==> config.mk <==
export PLATFORM = sky130hd
export DESIGN_NAME = change_dispenser
export DESIGN_NICKNAME = d
export VERILOG_FILES = /design/src/rtl/change_pkg.sv /design/src/rtl/change_dispenser_coin_select.sv /design/src/rtl/change_dispenser.sv
export SDC_FILE = /design/constraint.sdc
export NUM_CORES = 1
export LEC_CHECK = 0
export ABC_CLOCK_PERIOD_IN_PS = 6800
export CAP_MARGIN = 20
export CELL_PAD_IN_SITES_DETAIL_PLACEMENT = 2
export CELL_PAD_IN_SITES_GLOBAL_PLACEMENT = 2
export CORE_MARGIN = 2
export CORE_UTILIZATION = 37
export CTS_CLUSTER_SIZE = 25
export DETAILED_ROUTE_END_ITERATION = 8
export PLACE_DENSITY_LB_ADDON = 0.1
export SETUP_SLACK_MARGIN = 0.4
export SLEW_MARGIN = 25
export SYNTH_ARGS = -nofsm -noshare
export SYNTH_HDL_FRONTEND = slang
export SYNTH_SLANG_ARGS = --single-unit
==> constraint.sdc <==
create_clock -name CLK -period 6.8 [get_ports CLK]
set_clock_uncertainty 0.15 [all_clocks]
set_input_delay 2.04 -clock CLK [delete_from_list [all_inputs] [get_ports CLK]]
set_output_delay 2.04 -clock CLK [all_outputs]
set_load 0.02 [all_outputs]
==> src/rtl/change_pkg.sv <==
// Shared coin constants, one-hot coin encoding and FSM state type for the change dispenser.
package change_pkg;

    localparam logic [7:0] COIN_100 = 8'd100;
    localparam logic [7:0] COIN_50  = 8'd50;
    localparam logic [7:0] COIN_10  = 8'd10;
    localparam logic [7:0] COIN_5   = 8'd5;

    // One-hot coin select order: {dollar, fifty, ten, five}
    localparam logic [3:0] SEL_100 = 4'b1000;
    localparam logic [3:0] SEL_50  = 4'b0100;
    localparam logic [3:0] SEL_10  = 4'b0010;
    localparam logic [3:0] SEL_5   = 4'b0001;
    localparam logic [3:0] SEL_NONE = 4'b0000;

    typedef enum logic [1:0] {
        ST_IDLE     = 2'd0,
        ST_DISPENSE = 2'd1,
        ST_GAP      = 2'd2,
        ST_FINISH   = 2'd3
    } state_t;

    function automatic logic is_mult5(input logic [7:0] v);
        return (v % 8'd5) == 8'd0;
    endfunction

endpackage

==> src/rtl/change_dispenser_coin_select.sv <==
// Greedy coin picker: largest coin not exceeding the remaining amount, zero when nothing fits.
module coin_select
    import change_pkg::*;
(
    input  logic [7:0] remaining,
    output logic [3:0] coin_sel,
    output logic [7:0] coin_val
);

    always_comb begin
        coin_sel = SEL_NONE;
        coin_val = 8'd0;
        if (remaining >= COIN_100) begin
            coin_sel = SEL_100;
            coin_val = COIN_100;
        end else if (remaining >= COIN_50) begin
            coin_sel = SEL_50;
            coin_val = COIN_50;
        end else if (remaining >= COIN_10) begin
            coin_sel = SEL_10;
            coin_val = COIN_10;
        end else if (remaining >= COIN_5) begin
            coin_sel = SEL_5;
            coin_val = COIN_5;
        end
    end

endmodule

==> src/rtl/change_dispenser.sv <==
// Change dispenser FSM: pays out an amount as 100/50/10/5-cent coin pulses.
// Define DISPENSE_GAP_EN to insert one idle GAP cycle after every coin pulse.
//
// state       | meaning
// ------------+-------------------------------------------------------------
// ST_IDLE     | waiting for Start; Ready high once settled for a cycle
// ST_DISPENSE | one coin pulse per cycle, remaining reduced by coin value
// ST_GAP      | coin outputs low between pulses (DISPENSE_GAP_EN only)
// ST_FINISH   | next edge pulses Done (or Error for bad amount), back to IDLE
module change_dispenser
    import change_pkg::*;
(
    input  logic       CLK,
    input  logic       RST,
    input  logic       Start,
    input  logic [7:0] Amount,
    output logic       Ready,
    output logic       OneDollarOut,
    output logic       FiftyCentsOut,
    output logic       TenCentsOut,
    output logic       FiveCentsOut,
    output logic       Done,
    output logic       Error
);

    state_t     state;
    logic [7:0] remaining;
    logic       err_pend;
    logic [3:0] coin_sel;
    logic [7:0] coin_val;
    logic [7:0] rem_next;
    logic       last_coin;

    coin_select u_coin_select (
        .remaining (remaining),
        .coin_sel  (coin_sel),
        .coin_val  (coin_val)
    );

    // coin_val never exceeds remaining, so this cannot wrap
    assign rem_next  = remaining - coin_val;
    assign last_coin = (rem_next == 8'd0) || (coin_val == 8'd0);

    always_ff @(posedge CLK or negedge RST) begin
        if (!RST) begin
            state         <= ST_IDLE;
            remaining     <= 8'd0;
            err_pend      <= 1'b0;
            Ready         <= 1'b1;
            OneDollarOut  <= 1'b0;
            FiftyCentsOut <= 1'b0;
            TenCentsOut   <= 1'b0;
            FiveCentsOut  <= 1'b0;
            Done          <= 1'b0;
            Error         <= 1'b0;
        end else begin
            OneDollarOut  <= 1'b0;
            FiftyCentsOut <= 1'b0;
            TenCentsOut   <= 1'b0;
            FiveCentsOut  <= 1'b0;
            Done          <= 1'b0;
            Error         <= 1'b0;
            case (state)
                ST_IDLE: begin
                    if (!Ready) begin
                        Ready <= 1'b1;
                    end else if (Start) begin
                        Ready <= 1'b0;
                        if (!is_mult5(Amount)) begin
                            err_pend  <= 1'b1;
                            remaining <= 8'd0;
                            state     <= ST_FINISH;
                        end else begin
                            err_pend  <= 1'b0;
                            remaining <= Amount;
                            state     <= (Amount == 8'd0) ? ST_FINISH : ST_DISPENSE;
                        end
                    end
                end
                ST_DISPENSE: begin
                    {OneDollarOut, FiftyCentsOut, TenCentsOut, FiveCentsOut} <= coin_sel;
                    remaining <= last_coin ? 8'd0 : rem_next;
`ifdef DISPENSE_GAP_EN
                    state <= ST_GAP;
`else
                    state <= last_coin ? ST_FINISH : ST_DISPENSE;
`endif
                end
                ST_GAP: begin
                    state <= (remaining == 8'd0) ? ST_FINISH : ST_DISPENSE;
                end
                ST_FINISH: begin
                    if (err_pend) begin
                        Error <= 1'b1;
                    end else begin
                        Done <= 1'b1;
                    end
                    err_pend <= 1'b0;
                    state    <= ST_IDLE;
                end
                default: begin
                    state <= ST_IDLE;
                end
            endcase
        end
    end

endmodule

==> flow_summary.html, run 1 <==
<table>
<tr><th>Metric</th><th>Value</th></tr>
<tr><th colspan="2">Outcome</th></tr>
<tr><td>Outcome</td><td>complete, no violations</td></tr>
<tr><th colspan="2">Placed design</th></tr>
<tr><td>DP Worst Slack</td><td>0.988 ns</td></tr>
<tr><td>Dpl cells</td><td>309</td></tr>
<tr><td>GPL Wtd Cong</td><td>0.849</td></tr>
<tr><td>DP HPWL</td><td>4.82 mm</td></tr>
<tr><td>I/O Buffers</td><td>17</td></tr>
<tr><th colspan="2">Power and ir drop</th></tr>
<tr><td>Static Leakage</td><td>0.880 nW</td></tr>
<tr><td>Pwr per Cell Area</td><td>478 mW/mm^2</td></tr>
<tr><td>VDD IR max</td><td>155 uV</td></tr>
<tr><th colspan="2">STA</th></tr>
<tr><td>Final period demand of the worst path</td><td>5.58 ns</td></tr>
<tr><td>Unrepaired setup endpoints after global routing</td><td>false</td></tr>
<tr><td>Setup WS post-layout</td><td>1.22 ns</td></tr>
<tr><td>Max Clk Rate</td><td>179 MHz</td></tr>
<tr><td>Max_slew headroom</td><td>0.392</td></tr>
<tr><td>Smallest hold slack</td><td>0.347 ns</td></tr>
<tr><td>Setup TNS</td><td>0 ns</td></tr>
<tr><td>Total setup violations reported at the end of the flow</td><td>0</td></tr>
<tr><td>Total count of max-transition violations in the final report</td><td>0</td></tr>
<tr><td>Transition time of the tightest slew-check pin</td><td>0.910 ns</td></tr>
<tr><td>Fraction of the cycle the final worst path needs</td><td>0.820</td></tr>
<tr><td>Count of endpoints failing hold in the final timing report</td><td>0</td></tr>
<tr><th colspan="2">Die</th></tr>
<tr><td>Total die area</td><td>0.00579 sq mm</td></tr>
<tr><td>Area inside the core boundary</td><td>0.00507 sq mm</td></tr>
<tr><td>Number of rows created at floorplan</td><td>26</td></tr>
<tr><td>Die width</td><td>76.1 um</td></tr>
<tr><td>Starting Density</td><td>0.379</td></tr>
<tr><td>Top-level I/O count</td><td>18</td></tr>
<tr><td>Y dimension of the die</td><td>76.1 um</td></tr>
<tr><th colspan="2">Yosys</th></tr>
<tr><td>Post-Synthesis Cell Area</td><td>0.00192 sq mm</td></tr>
<tr><td>Leading register cell type out of synthesis</td><td>dfrtp_1</td></tr>
<tr><td>Post-synthesis register bit count</td><td>18</td></tr>
<tr><td>Total of warnings raised by yosys</td><td>0</td></tr>
<tr><td>Gate count of the mapped netlist</td><td>235</td></tr>
<tr><td>Total nets after synthesis</td><td>256</td></tr>
<tr><td>Fraction of registers with async set/reset</td><td>1.00</td></tr>
<tr><td>Sequential element share of the synthesized area</td><td>0.235</td></tr>
<tr><td>Count of unique library cells instantiated by Yosys</td><td>60</td></tr>
<tr><td>Count of flip-flops with a built-in enable after synthesis</td><td>0</td></tr>
<tr><td>Avg Inst Size Synth</td><td>8.18 sq um</td></tr>
<tr><th colspan="2">CTS</th></tr>
<tr><td>Insertion delay to the later sink of the worst-skew pair</td><td>0.26 ns</td></tr>
<tr><td># clock sinks</td><td>18</td></tr>
<tr><td>Maximum buffer depth of the clock tree</td><td>2</td></tr>
<tr><td>Clock tree from TritonCTS</td><td>done</td></tr>
<tr><td>Number of levels in the clock H-tree</td><td>1</td></tr>
<tr><td>Post-CTS sizing</td><td>0</td></tr>
<tr><td>Clk slew on worst S/H paths</td><td>0.07 ns</td></tr>
<tr><td>Num CTS Buffers</td><td>3</td></tr>
<tr><td>Buffers inserted during post-CTS setup optimization</td><td>0</td></tr>
<tr><td>Root Buffer Master</td><td>clkbuf_8</td></tr>
<tr><td>Hold bufs inserted after CTS</td><td>0</td></tr>
<tr><th colspan="2">Cells and area</th></tr>
<tr><td>Final cell count without fillers</td><td>313</td></tr>
<tr><td>Commonest cells after routing, fill and taps aside</td><td>nor2_1, nand2_1, dfrtp_1, clkdlybuf4s50_1, a21oi_1</td></tr>
<tr><td>Antenna diodes</td><td>0</td></tr>
<tr><td>Share of post-route cells with drive strength above 1</td><td>0.0658</td></tr>
<tr><td>Net count reported at finish</td><td>265</td></tr>
<tr><td>Final-layout fill cell count</td><td>602</td></tr>
<tr><td>Synth-to-layout area growth</td><td>10.9%</td></tr>
<tr><td>Most frequent standard cell in the layout excluding fill and tap cells</td><td>nor2_1</td></tr>
<tr><th colspan="2">Global route</th></tr>
<tr><td>Tot GR Track Use</td><td>0.228</td></tr>
<tr><td>Antenna violations before repair</td><td>0</td></tr>
<tr><td>Global route overflow</td><td>0</td></tr>
<tr><td>Number of global-route vias before repair</td><td>2098</td></tr>
<tr><td>Largest net degree at the start of global routing</td><td>23</td></tr>
<tr><td>Global-route wire length before repair</td><td>10.8 mm</td></tr>
<tr><th colspan="2">Critical path</th></tr>
<tr><td>Most used cell, CP</td><td>inv_1</td></tr>
<tr><td>Setup crit start kind</td><td>input pin</td></tr>
<tr><td>Maximum fanout encountered on the critical timing path</td><td>18</td></tr>
<tr><td>Slowest stage cell on the critical path</td><td>clkdlybuf4s50_1</td></tr>
<tr><td>Critical Path, Cell by Cell</td><td>clkdlybuf4s50_1, or3b_1, nor2_1, a21oi_1, a22oi_1, inv_1, ha_1, inv_1, o211a_1, nor3_1, nor4bb_1, a311oi_1</td></tr>
<tr><td>Data arrival time of the critical path</td><td>5.57 ns</td></tr>
<tr><td>Endpoint required time on the critical path</td><td>6.79 ns</td></tr>
<tr><td>Crit path kind</td><td>in -&gt; reg</td></tr>
<tr><td>Launch point of the worst reg-to-reg path</td><td>remaining[4]</td></tr>
<tr><td>Longest individual stage delay on the worst path</td><td>0.73 ns</td></tr>
<tr><td>Kind of capture point of the worst setup path</td><td>flip-flop</td></tr>
<tr><td>Origin of the worst setup path</td><td>Amount[5]</td></tr>
<tr><th colspan="2">Min path</th></tr>
<tr><td>Classification of the worst-slack hold path</td><td>reg -&gt; reg</td></tr>
<tr><td>Worst Min Path Start</td><td>err_pend</td></tr>
<tr><th colspan="2">Route</th></tr>
<tr><td>Avg Vias per Cell</td><td>5.97</td></tr>
<tr><td>DR WL/cell</td><td>19.8 um</td></tr>
<tr><td>DR iter-0 viols</td><td>110</td></tr>
<tr><td>WL final</td><td>6.21 mm</td></tr>
<tr><td>Number of nets with antenna violations after detailed routing</td><td>0</td></tr>
<tr><td>Total iterations of the first detailed-routing run</td><td>4</td></tr>
<tr><td>Post-route DRC violation count</td><td>0</td></tr>
<tr><td>Vias</td><td>1870</td></tr>
<tr><th colspan="2">Run</th></tr>
<tr><td>Max-Cap Viols</td><td>0</td></tr>
</table>
synthesized netlist by cell type (2+ instances only):
cell       count  area [sq um]
a211o_1        3          26.3
a211oi_2       2          25.0
a21boi_0       3          22.5
a21o_1         3          22.5
a21oi_1       16          80.1
a22oi_1        4          30.0
a31oi_1        5          31.3
a32oi_1        2          17.5
and3_1         2          12.5
buf_2          3          15.0
buf_4          2          15.0
buf_6          5          56.3
clkbuf_1       4          15.0
dfrtp_1       17           425
ha_1           9           113
inv_1         13          48.8
nand2_1       18          67.6
nand2b_1       7          43.8
nand3_1        6          30.0
nand3b_1       2          15.0
nand4_1        2          12.5
nand4b_1       2          17.5
nor2_1        26          97.6
nor2b_1       11          68.8
nor3_1         5          25.0
nor3b_1        3          22.5
nor4_1         2          12.5
nor4bb_1       4          40.0
o21a_1         3          22.5
o21ai_0        8          40.0
o21bai_1       2          15.0
o221ai_1       3          26.3
o2bb2ai_1      2          17.5
or3_1          2          12.5
xnor2_1        5          43.8
xor2_1         5          43.8
critical path, delay by kind of cell:
family	cells	cell delay, ns
buf+inv	3	0.92
simple gates	4	1.21
fa+ha+maj	1	0.32
compound gates	4	1.07
power by group:
part           internal [W]  switching, W
logic              0.000295      0.000425
registers          0.000157     0.0000633
clock network     0.0000416     0.0000369
total              0.000494      0.000525
flip-flops by register name, summed over array words and instances, names as in the netlist:
| register | flops |
|---|---|
| FiveCentsOut | 1 |
| Ready | 1 |
| FiftyCentsOut | 1 |
| Done | 1 |
| Error | 1 |
| state | 2 |
| remaining | 8 |
| err_pend | 1 |
| OneDollarOut | 1 |
| TenCentsOut | 1 |
cells by family (layout without fill, tap and decap cells):
group,Yosys count,count (layout),share of synthesized area
flip-flops,18,18,0.235
multiplexers,2,2,0.0137
adder cells (fa/ha/maj),10,10,0.0690
AO/OA/AOI/OAI,71,71,0.282
buffers and inverters,27,35,0.0781
AND/OR/NAND/NOR,97,97,0.277
XOR/XNOR,10,10,0.0455
area by class of cell:
cell class / instances / area, sq um / area share
clock buffers: 4 / 45.0 / 0.0211
flip-flops and latches: 18 / 452 / 0.212
repair buffers: 18 / 178 / 0.0833
well taps: 70 / 87.6 / 0.0411
multi-input cells: 190 / 1320 / 0.620
inverters: 13 / 48.8 / 0.0229
final timing paths:
| kind | to | slack (ns) | cells past startpoint |
|---|---|---|---|
| max | state[1] | 1.22 | 12 |
| min | Done | 0.35 | 1 |
| max reg2reg | state[1] | 3.19 | 12 |
| min reg2reg | Done | 0.35 | 1 |
| max in group asynchronous | remaining[6] | 3.80 | 1 |
| min in group asynchronous | TenCentsOut | 2.15 | 1 |
layer usage:
layer | GRT usage | vias to the layer above | routed length, um
met1 | 0.266 | 952 | 2610
li1 | - | 878 | -
met5 | 0 | - | 0
met2 | 0.446 | 27 | 3390
met3 | 0.0201 | 13 | 84
met4 | 0.0582 | 0 | 121
stage by stage:
| step | instance area [sq um] | util | total power, W |
|---|---|---|---|
| final | 2130 | 0.420 | 0.00102 |
| after global routing | 2130 | 0.420 | 0.00113 |
| after CTS | 2130 | 0.420 | 0.00103 |
| after detailed placement | 2090 | 0.411 | 0.000943 |
| after global placement | 2090 | 0.411 | 0.000885 |
| after floorplan | 1920 | - | 0.000720 |
(Power assumes the default switching activity.)
==> run 2, diff against run 1 <==
Settings changed: ABC_CLOCK_PERIOD_IN_PS 6800 to 5500, CORE_UTILIZATION 37 to 35.
Clock period 6.8 ns to 5.5 ns, I/O delays scaled along.
==> run 2 against run 1 <==
  * Combinational power grew 20%
  * Critical endpoint is now remaining[1]
  * Via count shrank 2.6%
  * Die area rose by 5.4%
  * Worst setup slack worse by 0.50 ns
==> flow_summary.html, run 2 (synthesized netlist as in run 1, its figures left out) <==
<table>
<tr><th>Metric</th><th>Value</th></tr>
<tr><th colspan="2">Min path</th></tr>
<tr><td>Worst Hold Path Cells</td><td>1</td></tr>
<tr><td>Classification of the worst-slack hold path</td><td>reg -&gt; reg</td></tr>
<tr><th colspan="2">Critical path</th></tr>
<tr><td>Kind of capture point of the worst setup path</td><td>flip-flop</td></tr>
<tr><td>Setup crit start kind</td><td>input pin</td></tr>
<tr><td>Critical Path, Cell by Cell</td><td>clkdlybuf4s50_1, buf_4, or3b_1, nor2_1, a21oi_1, a22oi_1, inv_1, ha_1, inv_1, o211a_1, o32a_4, a32oi_1, a21oi_1</td></tr>
<tr><td>Longest individual stage delay on the worst path</td><td>0.45 ns</td></tr>
<tr><td>Endpoint required time on the critical path</td><td>5.49 ns</td></tr>
<tr><td>Crit path kind</td><td>in -&gt; reg</td></tr>
<tr><td>Slowest stage cell on the critical path</td><td>clkdlybuf4s50_1</td></tr>
<tr><td>Data arrival time of the critical path</td><td>4.77 ns</td></tr>
<tr><td>Reg2reg path depth</td><td>13</td></tr>
<tr><td>Maximum fanout encountered on the critical timing path</td><td>13</td></tr>
<tr><th colspan="2">CTS</th></tr>
<tr><td>Maximum buffer depth of the clock tree</td><td>2</td></tr>
<tr><td>Number of levels in the clock H-tree</td><td>1</td></tr>
<tr><td>Insertion delay to the later sink of the worst-skew pair</td><td>0.26 ns</td></tr>
<tr><td># clock sinks</td><td>18</td></tr>
<tr><td>Hold bufs inserted after CTS</td><td>0</td></tr>
<tr><td>Num CTS Buffers</td><td>3</td></tr>
<tr><td>Clk slew on worst S/H paths</td><td>0.07 ns</td></tr>
<tr><td>Clock tree from TritonCTS</td><td>done</td></tr>
<tr><td>Root Buffer Master</td><td>clkbuf_8</td></tr>
<tr><th colspan="2">STA</th></tr>
<tr><td>Setup TNS</td><td>0 ns</td></tr>
<tr><td>Fraction of the cycle the final worst path needs</td><td>0.868</td></tr>
<tr><td>Count of endpoints failing hold in the final timing report</td><td>0</td></tr>
<tr><td>Setup WS post-layout</td><td>0.724 ns</td></tr>
<tr><td>Max_slew headroom</td><td>0.436</td></tr>
<tr><td>Unrepaired setup endpoints after global routing</td><td>false</td></tr>
<tr><td>Total setup violations reported at the end of the flow</td><td>0</td></tr>
<tr><td>Final period demand of the worst path</td><td>4.78 ns</td></tr>
<tr><td>Max Clk Rate</td><td>209 MHz</td></tr>
<tr><td>Transition time of the tightest slew-check pin</td><td>0.844 ns</td></tr>
<tr><td>Total count of max-transition violations in the final report</td><td>0</td></tr>
<tr><th colspan="2">Global route</th></tr>
<tr><td>Antenna violations before repair</td><td>0</td></tr>
<tr><td>Tot GR Track Use</td><td>0.208</td></tr>
<tr><td>Largest net degree at the start of global routing</td><td>19</td></tr>
<tr><td>Global-route wire length before repair</td><td>10.1 mm</td></tr>
<tr><td>Number of global-route vias before repair</td><td>2011</td></tr>
<tr><td>Global route overflow</td><td>0</td></tr>
<tr><th colspan="2">Route</th></tr>
<tr><td>DR iter-0 viols</td><td>61</td></tr>
<tr><td>Number of nets with antenna violations after detailed routing</td><td>0</td></tr>
<tr><td>Post-route DRC violation count</td><td>0</td></tr>
<tr><td>Vias</td><td>1822</td></tr>
<tr><td>Total iterations of the first detailed-routing run</td><td>4</td></tr>
<tr><td>WL final</td><td>5.97 mm</td></tr>
<tr><td>DR WL/cell</td><td>18.7 um</td></tr>
<tr><td>Avg Vias per Cell</td><td>5.69</td></tr>
<tr><th colspan="2">Cells and area</th></tr>
<tr><td>Final-layout fill cell count</td><td>593</td></tr>
<tr><td>Share of post-route cells with drive strength above 1</td><td>0.0960</td></tr>
<tr><td>Most frequent standard cell in the layout excluding fill and tap cells</td><td>nor2_1</td></tr>
<tr><td>Sequential cell area in the final layout</td><td>452 sq um</td></tr>
<tr><td>Synth-to-layout area growth</td><td>14.2%</td></tr>
<tr><td>Area of combinational cells with multiple inputs</td><td>0.00132 sq mm</td></tr>
<tr><td>Registers with the most flip-flops</td><td>remaining x8, state x2</td></tr>
<tr><td>Largest register by flop count</td><td>remaining</td></tr>
<tr><td>Flip-flop count of the largest register, all copies and words added</td><td>8</td></tr>
<tr><td>Net count reported at finish</td><td>272</td></tr>
<tr><td>Commonest cells after routing, fill and taps aside</td><td>nor2_1, nand2_1, dfrtp_1</td></tr>
<tr><td>Antenna diodes</td><td>0</td></tr>
<tr><th colspan="2">Placed design</th></tr>
<tr><td>DP HPWL</td><td>4.85 mm</td></tr>
<tr><td>GPL Wtd Cong</td><td>0.819</td></tr>
<tr><td>I/O Buffers</td><td>17</td></tr>
<tr><td>DP Worst Slack</td><td>0.367 ns</td></tr>
<tr><th colspan="2">Die</th></tr>
<tr><td>Number of rows created at floorplan</td><td>26</td></tr>
<tr><td>Die width</td><td>78.1 um</td></tr>
<tr><td>Y dimension of the die</td><td>78.1 um</td></tr>
<tr><td>Top-level I/O count</td><td>18</td></tr>
<tr><td>Area inside the core boundary</td><td>0.00520 sq mm</td></tr>
<tr><td>Starting Density</td><td>0.369</td></tr>
<tr><td>Total die area</td><td>0.00610 sq mm</td></tr>
<tr><th colspan="2">Power and ir drop</th></tr>
<tr><td>Pwr per Cell Area</td><td>566 mW/mm^2</td></tr>
<tr><td>Static Leakage</td><td>0.929 nW</td></tr>
<tr><td>VDD IR max</td><td>224 uV</td></tr>
<tr><th colspan="2">Run</th></tr>
<tr><td>Max-Cap Viols</td><td>0</td></tr>
<tr><th colspan="2">Outcome</th></tr>
<tr><td>Outcome</td><td>complete, no violations</td></tr>
</table>
[run 2: changes by cell type in the layout (fill, tap and decap cells not counted), sizes merged]
| cell | delta |
|---|---|
| buf | +7 |
| clkdlybuf4s50 | -1 |
| dlymetal6s2s | +1 |
[run 2: path summary, 6_finish.rpt]
check / startpoint / end / slack, ns
min in group asynchronous: RST / OneDollarOut / 1.72
worst min-delay path: err_pend / Done / 0.35
worst max register to register: remaining[4] / state[1] / 2.04
worst min register to register: err_pend / Done / 0.35
max in group asynchronous: RST / remaining[4] / 2.96
worst max-delay path: Amount[4] / remaining[1] / 0.72
[run 2: cell type report]
type	count	share of cell area
Timing Repair Buffer	25	0.106
Tap cell	70	0.0399
Sequential cell	18	0.206
Inverter	13	0.0222
Multi-Input combinational cell	190	0.601
Clock buffer	4	0.0251
[run 2: worst max-delay path: cells and delay by family]
family / cells / cell delay (ns)
adder cells (fa/ha/maj): 1 / 0.31
AO/OA/AOI/OAI: 6 / 1.40
AND/OR/NAND/NOR: 2 / 0.59
buffers and inverters: 4 / 0.82
[run 2: power breakdown]
part / leakage, nW / switching [W] / internal, W
Clock: 0.0288 / 0.0000467 / 0.0000637
Combinational: 0.676 / 0.000501 / 0.000365
Sequential: 0.224 / 0.0000733 / 0.000194
[run 2: metrics by stage]
| stage | std cells | util | total power (W) | cell area, sq um | hold WS [ns] |
|---|---|---|---|---|---|
| floorplan | 235 | - | 0.000890 | 1920 | 0.280 |
| global placement | 316 | 0.411 | 0.00112 | 2140 | 0.324 |
| detailed placement | 316 | 0.411 | 0.00114 | 2140 | 0.327 |
| CTS | 320 | 0.422 | 0.00126 | 2190 | 0.338 |
| global route | 320 | 0.422 | 0.00138 | 2200 | 0.379 |
| finish | 320 | 0.422 | 0.00124 | 2200 | 0.345 |
[run 2: repair_timing]
| action | CTS | global route |
|---|---|---|
| setup buffers | 0 | 0 |
| gates resized for setup | 0 | 1 |
| endpoints found under the setup margin | 0 | 1 |
[run 2: metal layers]
layer,track usage,vias up,wire [um]
li1,-,888,-
met3,0.0161,8,88
met2,0.402,21,3190
met5,0,-,0
met1,0.240,905,2570
met4,0.0667,0,119
==> run 3, diff against run 2 <==
Settings changed: SYNTH_HIERARCHICAL set to 1.
==> run 3 against run 2 <==
  * Global-route usage decreased by 0.86 points
  * Power is 5.3% higher
  * Core utilization decreased by 1.4 points
  * Clock power is essentially flat
  * Sequential power barely moved
  * Design area fell by 5.7%
  * Area after synthesis is 5.4% lower
  * Fmax decreased by 0.92%
  * Worst hold slack got worse by 0.057 ns
  * Largest cell class unchanged
==> flow_summary.html, run 3 <==
<table>
<tr><th>Metric</th><th>Value</th></tr>
<tr><th colspan="2">Outcome</th></tr>
<tr><td>Outcome</td><td>complete, no violations</td></tr>
<tr><th colspan="2">STA</th></tr>
<tr><td>Count of endpoints failing hold in the final timing report</td><td>0</td></tr>
<tr><td>Unrepaired setup endpoints after global routing</td><td>false</td></tr>
<tr><td>Max_slew headroom</td><td>0.432</td></tr>
<tr><td>Total count of max-transition violations in the final report</td><td>0</td></tr>
<tr><td>Final period demand of the worst path</td><td>4.82 ns</td></tr>
<tr><td>Fraction of the cycle the final worst path needs</td><td>0.876</td></tr>
<tr><td>Transition time of the tightest slew-check pin</td><td>0.849 ns</td></tr>
<tr><td>Max Clk Rate</td><td>207 MHz</td></tr>
<tr><td>Total setup violations reported at the end of the flow</td><td>0</td></tr>
<tr><td>Setup WS post-layout</td><td>0.680 ns</td></tr>
<tr><td>Setup TNS</td><td>0 ns</td></tr>
<tr><th colspan="2">Yosys</th></tr>
<tr><td>Count of unique library cells instantiated by Yosys</td><td>59</td></tr>
<tr><td>Total of warnings raised by yosys</td><td>6</td></tr>
<tr><td>Post-Synthesis Cell Area</td><td>0.00182 sq mm</td></tr>
<tr><td>Area share of the largest cell type after synthesis</td><td>0.234</td></tr>
<tr><td>Most instantiated cells after synthesis</td><td>dfrtp_1, nor2_1, inv_1</td></tr>
<tr><td>Avg Inst Size Synth</td><td>8.50 sq um</td></tr>
<tr><td>Leading register cell type out of synthesis</td><td>dfrtp_1</td></tr>
<tr><td>Leading area contributor after synthesis</td><td>dfrtp_1</td></tr>
<tr><td>Fraction of registers with async set/reset</td><td>1.00</td></tr>
<tr><td>Total nets after synthesis</td><td>235</td></tr>
<tr><td>Count of flip-flops with a built-in enable after synthesis</td><td>0</td></tr>
<tr><td>Top post-synthesis cells by area</td><td>dfrtp_1, ha_1, xnor2_1</td></tr>
<tr><td>Sequential element share of the synthesized area</td><td>0.248</td></tr>
<tr><td>Gate count of the mapped netlist</td><td>214</td></tr>
<tr><td>Post-synthesis register bit count</td><td>18</td></tr>
<tr><th colspan="2">CTS</th></tr>
<tr><td>Clk slew on worst S/H paths</td><td>0.07 ns</td></tr>
<tr><td>Insertion delay to the later sink of the worst-skew pair</td><td>0.26 ns</td></tr>
<tr><td>Hold bufs inserted after CTS</td><td>0</td></tr>
<tr><td>Buffers inserted during post-CTS setup optimization</td><td>0</td></tr>
<tr><td>Maximum buffer depth of the clock tree</td><td>2</td></tr>
<tr><td>Num CTS Buffers</td><td>3</td></tr>
<tr><td># clock sinks</td><td>18</td></tr>
<tr><td>Number of levels in the clock H-tree</td><td>1</td></tr>
<tr><td>Root Buffer Master</td><td>clkbuf_8</td></tr>
<tr><td>Clock tree from TritonCTS</td><td>done</td></tr>
<tr><th colspan="2">Global route</th></tr>
<tr><td>Antenna violations before repair</td><td>0</td></tr>
<tr><td>Number of global-route vias before repair</td><td>1863</td></tr>
<tr><td>Global route overflow</td><td>0</td></tr>
<tr><td>Tot GR Track Use</td><td>0.199</td></tr>
<tr><td>Global-route wire length before repair</td><td>9.28 mm</td></tr>
<tr><td>Largest net degree at the start of global routing</td><td>19</td></tr>
<tr><th colspan="2">Cells and area</th></tr>
<tr><td>Flip-flop count of the largest register, all copies and words added</td><td>8</td></tr>
<tr><td>Commonest cells after routing, fill and taps aside</td><td>dfrtp_1, nor2_1, clkdlybuf4s50_1</td></tr>
<tr><td>Share of post-route cells with drive strength above 1</td><td>0.0942</td></tr>
<tr><td>Registers with the most flip-flops</td><td>remaining x8, state x2</td></tr>
<tr><td>Synth-to-layout area growth</td><td>13.9%</td></tr>
<tr><td>Antenna diodes</td><td>0</td></tr>
<tr><td>Largest register by flop count</td><td>remaining</td></tr>
<tr><td>Net count reported at finish</td><td>245</td></tr>
<tr><th colspan="2">Route</th></tr>
<tr><td>Total iterations of the first detailed-routing run</td><td>6</td></tr>
<tr><td>Vias</td><td>1630</td></tr>
<tr><td>DR WL/cell</td><td>18.3 um</td></tr>
<tr><td>WL final</td><td>5.36 mm</td></tr>
<tr><td>Number of nets with antenna violations after detailed routing</td><td>0</td></tr>
<tr><td>Avg Vias per Cell</td><td>5.56</td></tr>
<tr><td>Top routing layer in use</td><td>met4</td></tr>
<tr><td>Post-route DRC violation count</td><td>0</td></tr>
<tr><td>Met2 WL</td><td>3.02 mm</td></tr>
<tr><td>DR iter-0 viols</td><td>78</td></tr>
<tr><td>Met3 WL post-DR</td><td>72 um</td></tr>
<tr><td>Wire length on met1</td><td>2.16 mm</td></tr>
<tr><th colspan="2">Power and ir drop</th></tr>
<tr><td>Static Leakage</td><td>0.843 nW</td></tr>
<tr><td>VDD IR max</td><td>199 uV</td></tr>
<tr><td>Pwr per Cell Area</td><td>632 mW/mm^2</td></tr>
<tr><th colspan="2">Critical path</th></tr>
<tr><td>Endpoint required time on the critical path</td><td>5.50 ns</td></tr>
<tr><td>Maximum fanout encountered on the critical timing path</td><td>12</td></tr>
<tr><td>Setup crit start kind</td><td>input pin</td></tr>
<tr><td>Register-to-Register Setup Slack</td><td>2.00 ns</td></tr>
<tr><td>Launch point of the worst reg-to-reg path</td><td>remaining[3]</td></tr>
<tr><td>Crit Reg-Reg Endpoint</td><td>state[1]</td></tr>
<tr><td>Data arrival time of the critical path</td><td>4.82 ns</td></tr>
<tr><td>Kind of capture point of the worst setup path</td><td>flip-flop</td></tr>
<tr><td>Crit path kind</td><td>in -&gt; reg</td></tr>
<tr><td>Reg2reg path depth</td><td>13</td></tr>
<tr><th colspan="2">Placed design</th></tr>
<tr><td>GPL Wtd Cong</td><td>0.888</td></tr>
<tr><td>I/O Buffers</td><td>17</td></tr>
<tr><td>DP HPWL</td><td>4.27 mm</td></tr>
<tr><td>DP Worst Slack</td><td>0.280 ns</td></tr>
<tr><th colspan="2">Min path</th></tr>
<tr><td>Worst Min Path Start</td><td>err_pend</td></tr>
<tr><td>Worst Hold Path Cells</td><td>1</td></tr>
<tr><td>End point of the most critical hold path</td><td>Done</td></tr>
<tr><td>Classification of the worst-slack hold path</td><td>reg -&gt; reg</td></tr>
<tr><th colspan="2">Die</th></tr>
<tr><td>Y dimension of the die</td><td>76.1 um</td></tr>
<tr><td>Starting Density</td><td>0.358</td></tr>
<tr><td>Area inside the core boundary</td><td>0.00507 sq mm</td></tr>
<tr><td>Die width</td><td>76.1 um</td></tr>
<tr><td>Top-level I/O count</td><td>18</td></tr>
<tr><td>Number of rows created at floorplan</td><td>26</td></tr>
<tr><td>Total die area</td><td>0.00579 sq mm</td></tr>
<tr><th colspan="2">Run</th></tr>
<tr><td>Max-Cap Viols</td><td>0</td></tr>
</table>
## run 3: layer usage
metal / track usage / vias to the layer above
met5: 0 / -
met2: 0.389 / 19
met1: 0.222 / 807
met3: 0.0213 / 8
met4: 0.0691 / 0
li1: - / 796
## run 3: cell type report
| type | count | area [sq um] |
|---|---|---|
| fill | 607 | 3000 |
| multi-input combinational | 167 | 1230 |
| sequential | 18 | 452 |
| clock buffer | 4 | 55.1 |
| timing repair buffer | 19 | 188 |
| inverter | 15 | 56.3 |
| tap | 70 | 87.6 |
## run 3: worst max path at each step
stage               cells after the start  slack, ns       from            to
global route                           11       0.47  Amount[6]  remaining[0]
finish                                 11       0.68  Amount[6]  remaining[7]
detailed placement                     11       0.28  Amount[3]  remaining[7]
global placement                       11       0.39  Amount[3]  remaining[6]
floorplan                              11       1.29  Amount[6]  remaining[1]
CTS                                    11       0.54  Amount[3]  remaining[7]
## run 3: critical path: stages
cell and delay (ns):
clkdlybuf4s50_1 0.71, nor4bb_1 0.53, o21ai_1 0.13, o211ai_1 0.22
a211oi_2 0.16, ha_1 0.32, a311o_1 0.29, o221ai_2 0.22
xor2_2 0.23, nor2_4 0.11, a31o_1 0.24
## run 3: metrics by stage
step	instances	cell area (sq um)	utilization	power, W	hold WS [ns]
2_1_floorplan	214	1820	-	0.000967	0.253
3_3_place_gp	289	2000	0.395	0.00115	0.261
3_5_place_dp	289	2010	0.396	0.00120	0.276
4_1_cts	293	2060	0.407	0.00133	0.288
5_1_grt	293	2070	0.408	0.00145	0.319
6_report	293	2070	0.408	0.00131	0.288
## run 3: repair_timing
action / in CTS / in global routing
resized for setup: 0 / 2
hold endpoints to repair: 0 / 0
setup endpoints to repair: 0 / 10
## run 3: power by group
part | total [W] | switching [W] | internal (W)
Combinational | 0.000930 | 0.000503 | 0.000427
Sequential | 0.000269 | 0.0000733 | 0.000196
Clock | 0.000110 | 0.0000467 | 0.0000638
Total | 0.00131 | 0.000623 | 0.000686
## run 3: cells by family (layout without fill, tap and decap cells)
group	after synthesis	in the layout	share of synthesized area
buffers and inverters	29	38	0.0791
DFF	18	18	0.248
xor gates and xnor gates	13	13	0.0667
adders and majority gates	10	10	0.0729
other	1	1	0.00206
muxes	2	2	0.0124
AOI/OAI and AO/OA	61	61	0.268
and+or+nand+nor	80	80	0.251
